[config.mk]
export PLATFORM = sky130hd
export DESIGN_NAME = booth_pp_gen
export DESIGN_NICKNAME = d
export VERILOG_FILES = /design/src/rtl/booth_pp_gen.sv
export SDC_FILE = /design/constraint.sdc
export NUM_CORES = 1
export LEC_CHECK = 0
export ABC_CLOCK_PERIOD_IN_PS = 1300
export BUFFER_PORTS_ARGS = -buffer_cell sky130_fd_sc_hd__clkbuf_2
export CORE_MARGIN = 2
export CORE_UTILIZATION = 24
export DETAILED_ROUTE_END_ITERATION = 10
export GPL_TIMING_DRIVEN = 0
export SYNTH_ARGS = -nofsm -noshare
export SYNTH_HDL_FRONTEND = slang
export SYNTH_SLANG_ARGS = --single-unit
export TNS_END_PERCENT = 1
[constraint.sdc]
create_clock -name clk -period 1.3 [get_ports clk]
set_input_delay 0.195 -clock clk [delete_from_list [all_inputs] [get_ports clk]]
set_output_delay 0.195 -clock clk [all_outputs]
set_load 0.05 [all_outputs]
[src/rtl/booth_pp_gen.sv]
// Radix-4 Booth partial-product generator feeding the 10-row Wallace-tree reducer.
// Two-stage valid/ready pipeline: stage 1 encodes Booth digits, stage 2 forms the rows.
module booth_pp_gen #(
  parameter int A_WIDTH   = 16,
  parameter int B_WIDTH   = 16,
  parameter int NUM_PP    = 10,
  parameter int PP_WIDTH  = 32,
  parameter int TAG_WIDTH = 4
) (
  input  logic                        clk,
  input  logic                        rst_n,
  input  logic                        in_valid,
  output logic                        in_ready,
  input  logic [A_WIDTH-1:0]          in_a,
  input  logic [B_WIDTH-1:0]          in_b,
  input  logic                        in_signed,
  input  logic [TAG_WIDTH-1:0]        in_tag,
  output logic                        out_valid,
  input  logic                        out_ready,
  output logic [NUM_PP*PP_WIDTH-1:0]  pp_flat,
  output logic [TAG_WIDTH-1:0]        out_tag
);

  localparam int G  = B_WIDTH / 2 + 1;
  localparam int BX = 2 * G;

  // Stage 1 state
  logic                      s1_valid_reg;
  logic [G-1:0]              neg_reg;
  logic [G-1:0]              one_reg;
  logic [G-1:0]              two_reg;
  logic [PP_WIDTH-1:0]       a_ext_reg;
  logic [TAG_WIDTH-1:0]      s1_tag_reg;

  // Stage 2 state
  logic                      out_valid_reg;
  logic [NUM_PP*PP_WIDTH-1:0] pp_reg;
  logic [TAG_WIDTH-1:0]      out_tag_reg;

  logic s2_adv;
  logic in_fire;

  // Ready is combinational from the downstream so a full pipe still streams 1 op/cycle.
  assign s2_adv   = !out_valid_reg || out_ready;
  assign in_ready = !s1_valid_reg || s2_adv;
  assign in_fire  = in_valid && in_ready;

  logic                 a_sign;
  logic                 b_sign;
  logic [BX-1:0]        b_ext;
  logic [BX:0]          b_pad;
  logic [PP_WIDTH-1:0]  a_ext_next;

  assign a_sign     = in_signed & in_a[A_WIDTH-1];
  assign b_sign     = in_signed & in_b[B_WIDTH-1];
  assign b_ext      = {{(BX-B_WIDTH){b_sign}}, in_b};
  assign b_pad      = {b_ext, 1'b0};
  assign a_ext_next = {{(PP_WIDTH-A_WIDTH){a_sign}}, in_a};

  logic [G-1:0] neg_next;
  logic [G-1:0] one_next;
  logic [G-1:0] two_next;

  genvar gi;
  generate
    for (gi = 0; gi < G; gi++) begin : g_enc
      logic [2:0] grp;
      assign grp          = b_pad[2*gi+2 -: 3];
      assign one_next[gi] = grp[1] ^ grp[0];
      assign two_next[gi] = (grp == 3'b011) || (grp == 3'b100);
      // 111 encodes zero, so it must not raise the negate flag.
      assign neg_next[gi] = grp[2] && !(grp[1] && grp[0]);
    end
  endgenerate

  always_ff @(posedge clk or negedge rst_n) begin
    if (!rst_n) begin
      s1_valid_reg <= 1'b0;
      neg_reg      <= '0;
      one_reg      <= '0;
      two_reg      <= '0;
      a_ext_reg    <= '0;
      s1_tag_reg   <= '0;
    end else begin
      if (in_ready) begin
        s1_valid_reg <= in_valid;
      end
      if (in_fire) begin
        neg_reg    <= neg_next;
        one_reg    <= one_next;
        two_reg    <= two_next;
        a_ext_reg  <= a_ext_next;
        s1_tag_reg <= in_tag;
      end
    end
  end

  logic [NUM_PP*PP_WIDTH-1:0] pp_next;
  logic [PP_WIDTH-1:0]        corr_row;

  generate
    for (gi = 0; gi < G; gi++) begin : g_row
      logic [PP_WIDTH-1:0] mag;
      logic [PP_WIDTH-1:0] sel;
      always_comb begin
        mag = '0;
        if (one_reg[gi]) begin
          mag = a_ext_reg;
        end else if (two_reg[gi]) begin
          mag = a_ext_reg << 1;
        end
      end
      // One's-complement here; the matching +1 lands in the correction row.
      assign sel = neg_reg[gi] ? ~mag : mag;
      assign pp_next[gi*PP_WIDTH +: PP_WIDTH] = sel << (2*gi);
      assign corr_row[2*gi]   = neg_reg[gi];
      assign corr_row[2*gi+1] = 1'b0;
    end
    for (gi = 2*G; gi < PP_WIDTH; gi++) begin : g_corr_hi
      assign corr_row[gi] = 1'b0;
    end
    for (gi = G; gi < NUM_PP-1; gi++) begin : g_pad
      assign pp_next[gi*PP_WIDTH +: PP_WIDTH] = '0;
    end
  endgenerate

  assign pp_next[(NUM_PP-1)*PP_WIDTH +: PP_WIDTH] = corr_row;

  always_ff @(posedge clk or negedge rst_n) begin
    if (!rst_n) begin
      out_valid_reg <= 1'b0;
      pp_reg        <= '0;
      out_tag_reg   <= '0;
    end else if (s2_adv) begin
      out_valid_reg <= s1_valid_reg;
      if (s1_valid_reg) begin
        pp_reg      <= pp_next;
        out_tag_reg <= s1_tag_reg;
      end
    end
  end

  assign out_valid = out_valid_reg;
  assign pp_flat   = pp_reg;
  assign out_tag   = out_tag_reg;

endmodule

==> results of run 1 <==
[power groups by stage]
stage          logic, W  clock network [W]  registers (W)
2_1_floorplan   0.00841                  0         0.0158
3_3_place_gp     0.0197                  0         0.0101
3_5_place_dp     0.0198                  0         0.0102
4_1_cts          0.0235            0.00774         0.0106
5_1_grt          0.0257            0.00801         0.0113
6_report         0.0246            0.00766         0.0110
[critical path, stage by stage (launching register included)]
cell       delay, ps
dfrtp_2          440
nand3b_1         230
clkbuf_8         210
clkbuf_16        160
[final cells by class]
cell class / count / area (um2) / share of cell area
Buffer: 324 / 2768 / 0.1289
Multi-Input combinational cell: 1097 / 7377 / 0.3437
Tap cell: 773 / 967.2 / 0.04506
Clock inverter: 11 / 143.9 / 0.006704
Clock buffer: 34 / 729.5 / 0.03398
Inverter: 15 / 61.31 / 0.002856
Antenna cell: 7 / 17.52 / 0.0008161
Timing Repair Buffer: 308 / 3804 / 0.1772
Sequential cell: 222 / 5597 / 0.2607
[worst max-delay path by stage]
stage	from	to	slack (ps)	cells past startpoint
after global placement	rst_n	out_valid$_DFFE_PN0P_	-4940	1
after detailed placement	a_ext_reg[0]$_DFFE_PN0P_	pp_flat[0]$_DFFE_PN0P_	-1170	5
after floorplan	out_valid$_DFFE_PN0P_	pp_flat[103]$_DFFE_PN0P_	-250	6
final	s1_valid_reg$_DFFE_PN0P_	in_ready	-490	3
after global routing	out_valid$_DFFE_PN0P_	in_ready	-500	3
after CTS	out_valid$_DFFE_PN0P_	in_ready	-490	3
[layer usage]
metal	vias up	global-route usage	wire length, um
li1	6328	-	-
met5	-	0	13
met4	2	0.1060	3923
met2	766	0.3073	27900
met3	199	0.06230	6921
met1	6888	0.2476	24930
[synthesized netlist by cell type, drive strengths merged]
cell,instances
inv,15
nand2b,2
a31oi,7
mux2,43
a21bo,1
xor2,32
buf,220
a21boi,16
conb,1
mux2i,7
o211ai,112
nand3,8
and2,1
a2111oi,16
nand4,1
nand3b,129
ha,14
nor2,8
clkbuf,111
a311o,16
nand2,274
dfrtp,222
nor2b,3
a21oi,71
o21ai,128
and3,1
a2111o,112
[metrics by stage]
step | hold slack, ps | area [um2] | worst slack, ps | util | std cells
after global routing | -361.3 | 21450 | -495.4 | 0.3648 | 2786
after detailed placement | 185.9 | 17050 | -1175 | 0.2900 | 2710
after global placement | 432.4 | 16990 | -4942 | 0.2889 | 2708
after floorplan | -100.6 | 14670 | -246.1 | - | 1665
final | -396.7 | 21460 | -485.2 | 0.3651 | 2791
after CTS | -384.6 | 20850 | -486.3 | 0.3546 | 2780
[kinds of logic after synthesis]
group / share of synthesized area
AOI/OAI and AO/OA: 0.2516
xor gates and xnor gates: 0.01974
adders and majority gates: 0.01234
buffers and inverters: 0.1366
DFF: 0.3912
muxes: 0.03903
other: 0.0002641
and+or+nand+nor: 0.1493
[timing repair]
| item | CTS | global route |
|---|---|---|
| setup endpoints to repair | 452 | 452 |
| pin swaps | 1 | 7 |
| hold endpoints to repair | 76 | 53 |
| setup buffers | 9 | 3 |
| gates resized for setup | 726 | 326 |
| cloned | 1 | 1 |
==> flow_summary.toml, run 1 <==
[global_route]
grt_max_degree = 88
grt_use_total = 0.1991
grt-ovfl-total = 0
antenna_found_initial = 8
grt_pass1_wl_um = 90260
grt_pass1_vias = 13550

[finish]
areaGrowthSynthToFinish_pct = 51.16
largest_register_ffs = 169
layout_commonest_cell = "nand2_1"
num-fill-cells = 5859
layout_common_cells = "nand2_1, dfrtp_1, buf_4, buf_8, nand3b_1"
layout-drive-gt1-share = 0.3536
fin_nets = 2048

[clock_tree]
cts_tree = "yes"
cts_made_buffers = 25
path_clk_slew_ps = 60
cts-root-buf = "clkbuf_16"
htreeDepth = 1
clock_latency_ps = 550
holdBufCountCts = 22
cts_sinks = 222
cts_max_path_buffers = 3

[setup_path]
path_max_fanout = 4
crit_type = "register to output port"
r2r-end = "one_reg[1]$_DFFE_PN0P_"
worstReg2RegStart = "s1_valid_reg$_DFFE_PN0P_"
cp_data_required_time_ps = 1110
rr_worst_depth = 6
timing.critical_path.arrival_ps = 1590
crit_path_end_kind = "output port"
r2r_slack_ps = -430
critPathLaunchType = "register"

[place]
portBuffers = 270
hpwl_um = 43980
gp_congestion = 0.8958

[synth]
synth_cell_types = 31
synth_area_per_cell_um2 = 9.039
synth_top_area_share = 0.3912
synth_largest_area_cell = "dfrtp_1"
netlist_instances = 1571
synth-seq-cells = 222
ys_seq_area_frac = 0.3912
syn_area_um2 = 14200
yosys_warnings = 0
synth_area_leaders = "dfrtp_1, a2111o_1, buf_4"

[timing]
max_freq_ghz = 0.5601
finalCriticalPeriod_ps = 1785
drv_slew = 0
tightest_slew_ps = 764.8
setup_tns_ps = -77190
setup_viol = 373
rsz0062_at_grt = "yes"
fin_crit_sh = 1.373
hold_viol = 53
slew_headroom = 0.4901
finalClockSkew_ps = 23.10
holdWs_ps = -396.7
finalWorstSetupSlack_ps = -485.2

[drt]
route.vias.total = 14180
totalWireLength_um = 63680
antenna_left = 0
drc_errors = 0
post_drt_wl_per_cell_um = 22.82
routed_via_density = 5.082
drtPass1Iterations = 5
drt_iter0_markers = 982

[floorplan]
dieArea_um2 = 61130
io_pins = 367
die_h_um = 247.2
coreArea_um2 = 58800
core.rowCount = 89
die_x_um = 247.2
initial_utilization = 0.2415

[pwr]
power.net_switching_w = 0.02058
vdd.ir_drop.worst_uv = 1032
p_per_area_nw_per_um2 = 2017
internal_power_w = 0.02272
power_w = 0.04330
p_leak_nw = 9.632
p_seq_frac = 0.255
netSwitchingFraction = 0.4754
p_comb_frac = 0.569
pwr-share-clk = 0.177

[run]
cap_violations = 0

[status]
violations = "negative hold slack, negative setup slack"
status = "finished, violations left"

[worst_hold_path]
hp-class = "primary input to async pin"
No activity file was read; power rests on OpenSTA's default activity.
==> run 2: changes to the inputs <==
--- a/config.mk
+++ b/config.mk
@@ -5,6 +5,7 @@
 export SDC_FILE = /design/constraint.sdc
 export NUM_CORES = 1
 export LEC_CHECK = 0
+export ABC_AREA = 1
 export ABC_CLOCK_PERIOD_IN_PS = 1300
 export BUFFER_PORTS_ARGS = -buffer_cell sky130_fd_sc_hd__clkbuf_2
 export CORE_MARGIN = 2
==> run 2 against run 1 <==
Net effect: the flow still finishes with violations (negative hold slack, negative setup slack); fmax up 10%; critical path depth did not move; synthesized cell count grew 31%; worst setup slack improved by 160 ps; core utilization increased by 1.3 points; die area shrank 3.1%; highest routed layer is now met4.
==> flow_summary.toml, run 2 <==
[status]
status = "finished, violations left"
violations = "negative hold slack, negative setup slack"

[setup_path]
cp_data_required_time_ps = 1110
cpLargestDelayFamily = "buffers and inverters"
critPathLaunchType = "register"
crit_path_end_kind = "output port"
crit_chain = "buf_12, buf_6, clkbuf_16"
crit_buf_inv = 3
cpMaxStageDelayCell = "dfrtp_2"
timing.critical_path.arrival_ps = 1430
path_max_fanout = 7
slowest_delay_ps = 430
crit_type = "register to output port"

[synth]
synth_edf_count = 0
synth_largest_area_cell = "dfrtp_1"
synth_area_leaders = "dfrtp_1, nand2_1, buf_4"
synth-seq-cells = 222
synth.most_common_cell = "nand2_1"
ys_async_sr_fraction = 1.000
synth_area_per_cell_um2 = 6.692
syn_area_um2 = 13750
synth_top_area_share = 0.4040
ys_seq_area_frac = 0.4040
synth_cell_types = 22
yosys-top-cells-count = "nand2_1, dfrtp_1, inv_1"
yosys_warnings = 0
netlist_instances = 2055
synthFlopType = "dfrtp_1"

[pwr]
p_leak_nw = 11.61
vdd.ir_drop.worst_uv = 981.7
p_per_area_nw_per_um2 = 2300
power_w = 0.04916

[clock_tree]
cts_sinks = 222
htreeDepth = 1
path_clk_slew_ps = 60
cts_made_buffers = 27
cts_tree = "yes"
holdBufCountCts = 34
clock_latency_ps = 560
cts_max_path_buffers = 3
cts-root-buf = "clkbuf_16"

[drt]
route.vias.total = 13760
post_drt_wl_per_cell_um = 17.63
drtPass1Iterations = 5
totalWireLength_um = 57970
routed_via_density = 4.187
antenna_left = 0
drc_errors = 0
drt_iter0_markers = 1176

[finish]
layout-drive-gt1-share = 0.2657
multi_input_area_um2 = 6254
layout_commonest_cell = "nand2_1"
final_util = 0.3783
layout_common_cells = "nand2_1, dfrtp_1, buf_8, inv_1, buf_4"
stdcell_count = 3287
fin_nets = 2561
largest_register_ffs = 169
num-fill-cells = 5724
areaGrowthSynthToFinish_pct = 55.41
fin_area_um2 = 21370
register_area_um2 = 5573

[global_route]
grt_use_total = 0.1921
antenna_found_initial = 6
grt_pass1_wl_um = 84920
grt-ovfl-total = 0
grt_max_degree = 105
grt_pass1_vias = 13060

[timing]
slew_headroom = 0.2742
setup_viol = 403
finalWorstSetupSlack_ps = -323.1
max_freq_ghz = 0.6161
drv_slew = 0
hold_viol = 95
tightest_slew_ps = 1089
rsz0062_at_grt = "yes"
finalClockSkew_ps = 14.79
holdWs_ps = -153.6
finalCriticalPeriod_ps = 1623
fin_crit_sh = 1.249

[run]
cap_violations = 0

[floorplan]
die_h_um = 243.4
io_pins = 367
initial_utilization = 0.2434
core.rowCount = 87
dieArea_um2 = 59230
die_x_um = 243.4
coreArea_um2 = 56500

[worst_hold_path]
hp-class = "primary input to async pin"

[place]
portBuffers = 271
hpwl_um = 38340
dpl.cell_count = 3178
post_dp_cell_area_um2 = 16500
gp_congestion = 0.8120
post-place-ws_ps = -1021
==> run 2: metal layers <==
metal | vias to the layer above | GRT usage | routed length, um
li1 | 6822 | - | -
met1 | 6364 | 0.2398 | 23780
met2 | 463 | 0.3102 | 26760
met3 | 113 | 0.05651 | 5105
met4 | 0 | 0.07687 | 2325
met5 | - | 0 | 0
==> run 2: final timing paths <==
check | end | startpoint | cells past startpoint | slack [ps]
max in group asynchronous | pp_flat[275]$_DFFE_PN0P_ | rst_n | 4 | 430
hold / removal | pp_flat[249]$_DFFE_PN0P_ | rst_n | 4 | -150
min in group clk | one_reg[5]$_DFFE_PN0P_ | in_b[10] | 5 | 20
hold reg to reg | out_tag[0]$_DFFE_PN0P_ | s1_tag_reg[0]$_DFFE_PN0P_ | 2 | 520
setup / recovery | pp_flat[60] | pp_flat[63]$_DFFE_PN0P_ | 3 | -320
setup reg to reg | pp_flat[219]$_DFFE_PN0P_ | out_valid$_DFFE_PN0P_ | 8 | -280
==> run 2: cell families (layout without fill, tap and decap cells) <==
| group | after synthesis | after routing | share of synthesized area |
|---|---|---|---|
| compound gates | 74 | 74 | 0.02693 |
| xor+xnor | 16 | 16 | 0.01019 |
| other cells | 1 | 101 | 0.0002727 |
| fa+ha+maj | 14 | 14 | 0.01274 |
| buf+inv | 468 | 844 | 0.1814 |
| flops | 222 | 222 | 0.4040 |
| simple gates | 1260 | 1260 | 0.3645 |
==> run 2: power breakdown <==
| group | leakage, nW | switching, W | internal, W | total, W |
|---|---|---|---|---|
| Sequential | 2.77 | 0.00220 | 0.00917 | 0.0114 |
| Clock | 0.449 | 0.00316 | 0.00469 | 0.00785 |
| Combinational | 8.39 | 0.0183 | 0.0116 | 0.0299 |
==> run 2: cell type report <==
cell class / count / area share
multi-input cells: 1459 / 0.2926
flip-flops and latches: 222 / 0.2608
repair buffers: 331 / 0.2133
plain buffers: 259 / 0.1044
well taps: 756 / 0.04426
inverters: 206 / 0.04139
clock buffers: 39 / 0.03794
clock inverters: 9 / 0.004684
diodes: 6 / 0.0007025
==> run 2: per-stage QoR <==
stage | hold slack [ps] | TNS, ps
floorplan | -100.6 | -33670
global placement | 403.2 | -1202310
detailed placement | 93.31 | -132290
CTS | -125.3 | -54390
global route | -126.9 | -67740
finish | -153.6 | -49940
==> run 2: timing repair <==
| item | in CTS | in global routing |
|---|---|---|
| setup buffers | 11 | 12 |
| hold endpoints to repair | 151 | 95 |
| cloned | 1 | 0 |
| gates resized for setup | 691 | 274 |
| setup endpoints to repair | 453 | 454 |
| pin swaps | 17 | 12 |
==> run 2: worst reg2reg max path, cell delays in order (launching register included) <==
cell	delay (ps)
dfrtp_2	440
nand2_4	110
nand2_8	110
buf_12	170
buf_12	140
nor2_4	220
buf_6	190
nand2_1	60
nand3_1	80
==> run 3: changes to the inputs <==
--- a/config.mk
+++ b/config.mk
@@ -12,6 +12,7 @@
 export CORE_UTILIZATION = 24
 export DETAILED_ROUTE_END_ITERATION = 10
 export GPL_TIMING_DRIVEN = 0
+export RECOVER_POWER = 100
 export SYNTH_ARGS = -nofsm -noshare
 export SYNTH_HDL_FRONTEND = slang
 export SYNTH_SLANG_ARGS = --single-unit
==> run 3 against run 2 <==
Net effect: the run ends with negative setup slack left; core utilization shrank 0.082 points; worst hold slack better by 170 ps; cell count unchanged; via count is 0.29% higher; global-route usage stayed put.
==> flow_summary.toml, run 3 (synthesis gave the netlist of run 2 again) <==
[pwr]
power_w = 0.04914
p_per_area_nw_per_um2 = 2304
netSwitchingFraction = 0.4815
p_leak_nw = 11.59
pwr-share-clk = 0.160
p_comb_frac = 0.609
vdd.ir_drop.worst_uv = 981.7
power.net_switching_w = 0.02366
internal_power_w = 0.02548
p_seq_frac = 0.231

[floorplan]
coreArea_um2 = 56500
dieArea_um2 = 59230
initial_utilization = 0.2434
core.rowCount = 87
io_pins = 367
die_x_um = 243.4
die_h_um = 243.4

[setup_path]
r2r_slack_ps = -290
cpMaxStageDelayCell = "dfrtp_2"
rr_worst_depth = 8
crit_chain = "buf_12, buf_6, clkbuf_16"
worstReg2RegStart = "out_valid$_DFFE_PN0P_"
critPathLaunchType = "register"
cp_data_required_time_ps = 1110
slowest_delay_ps = 430
path_max_fanout = 7
crit_type = "register to output port"
timing.critical_path.arrival_ps = 1430
r2r-end = "pp_flat[219]$_DFFE_PN0P_"
crit_path_end_kind = "output port"

[clock_tree]
clock_latency_ps = 560
cts_max_path_buffers = 3
cts_sinks = 222
holdBufCountCts = 34
cts-root-buf = "clkbuf_16"
cts_tree = "yes"
cts_made_buffers = 27
path_clk_slew_ps = 60
htreeDepth = 1

[timing]
finalWorstSetupSlack_ps = -323.1
finalClockSkew_ps = 14.90
finalCriticalPeriod_ps = 1623
slew_headroom = 0.2755
fin_crit_sh = 1.249
max_freq_ghz = 0.6161
rsz0062_at_grt = "yes"
holdWs_ps = 18.39
tightest_slew_ps = 1087
drv_slew = 0
setup_viol = 503
hold_viol = 0

[place]
hpwl_um = 38340
gp_congestion = 0.8120
portBuffers = 271
post-place-ws_ps = -1021

[drt]
route.vias.total = 13800
drtPass1Iterations = 5
post_drt_wl_per_cell_um = 17.63
antenna_left = 0
totalWireLength_um = 57950
drc_errors = 0
drt_iter0_markers = 1176
routed_via_density = 4.199

[global_route]
antenna_found_initial = 6
grt_max_degree = 105
grt-ovfl-total = 0
grt_pass1_vias = 13060
grt_pass1_wl_um = 84920
grt_use_total = 0.1921

[finish]
layout-drive-gt1-share = 0.2646
largest_register_ffs = 169
areaGrowthSynthToFinish_pct = 55.07
fin_nets = 2561
layout_common_cells = "nand2_1, dfrtp_1, buf_8, inv_1, buf_4"
num-fill-cells = 5728
layout_commonest_cell = "nand2_1"

[worst_hold_path]
worstHoldEndpoint = "one_reg[5]$_DFFE_PN0P_"
hold_depth = 5
hp-class = "primary input to register"
min_from = "in_b[10]"

[status]
status = "finished, violations left"
violations = "negative setup slack"

[run]
cap_violations = 0
==> run 3: layout make-up <==
class / count / area (um2) / area share
diodes: 6 / 15.01 / 0.0007041
plain buffers: 259 / 2228 / 0.1045
clock buffers: 39 / 810.8 / 0.03802
clock inverters: 9 / 100.1 / 0.004694
inverters: 206 / 884.6 / 0.04148
multi-input cells: 1459 / 6254 / 0.2932
flip-flops and latches: 222 / 5572 / 0.2613
well taps: 756 / 945.9 / 0.04436
repair buffers: 331 / 4516 / 0.2117
==> run 3: worst max-delay path by stage <==
| stage | from | endpoint | slack, ps | cells past startpoint |
|---|---|---|---|---|
| detailed placement | out_valid$_DFFE_PN0P_ | pp_flat[159]$_DFFE_PN0P_ | -1020 | 7 |
| global placement | rst_n | out_valid$_DFFE_PN0P_ | -5410 | 1 |
| CTS | pp_flat[63]$_DFFE_PN0P_ | pp_flat[53] | -340 | 3 |
| finish | pp_flat[63]$_DFFE_PN0P_ | pp_flat[60] | -320 | 3 |
| global route | pp_flat[63]$_DFFE_PN0P_ | pp_flat[53] | -360 | 3 |
| floorplan | out_valid$_DFFE_PN0P_ | one_reg[1]$_DFFE_PN0P_ | -200 | 7 |
==> run 3: worst max-delay path, delay by kind of cell (launching register included) <==
kind                   cells  cell delay (ps)
buffers and inverters      3              430
DFF                        1              430
==> run 3: what timing repair did <==
item / 4_1_cts / 5_1_grt
setup buffers: 11 / 12
gates resized for setup: 691 / 274
cloned: 1 / 0
pin swaps: 17 / 12
endpoints found under the setup margin: 453 / 454
endpoints found under the hold margin: 151 / 95
==> run 3: metal layers <==
metal | up-vias | wire, um | global-route usage
li1 | 6825 | - | -
met1 | 6389 | 23710 | 0.2398
met2 | 478 | 26770 | 0.3102
met3 | 110 | 5200 | 0.05651
met5 | - | 0 | 0
met4 | 0 | 2272 | 0.07687
==> run 3: per-stage QoR <==
stage / utilization / setup TNS (ps) / cells / area (um2)
after detailed placement: 0.2921 / -132290 / 3178 / 16500
after floorplan: - / -33670 / 2149 / 14130
after global placement: 0.2909 / -1202310 / 3176 / 16440
after CTS: 0.3682 / -54390 / 3270 / 20800
final: 0.3775 / -54450 / 3287 / 21330
after global routing: 0.3774 / -100520 / 3285 / 21320
==> run 3: power groups by stage <==
stage | logic (W) | clock network (W) | registers, W
floorplan | 0.00925 | 0 | 0.0176
global placement | 0.0225 | 0 | 0.0106
detailed placement | 0.0225 | 0 | 0.0107
CTS | 0.0286 | 0.00803 | 0.0108
global route | 0.0315 | 0.00832 | 0.0116
finish | 0.0299 | 0.00785 | 0.0114
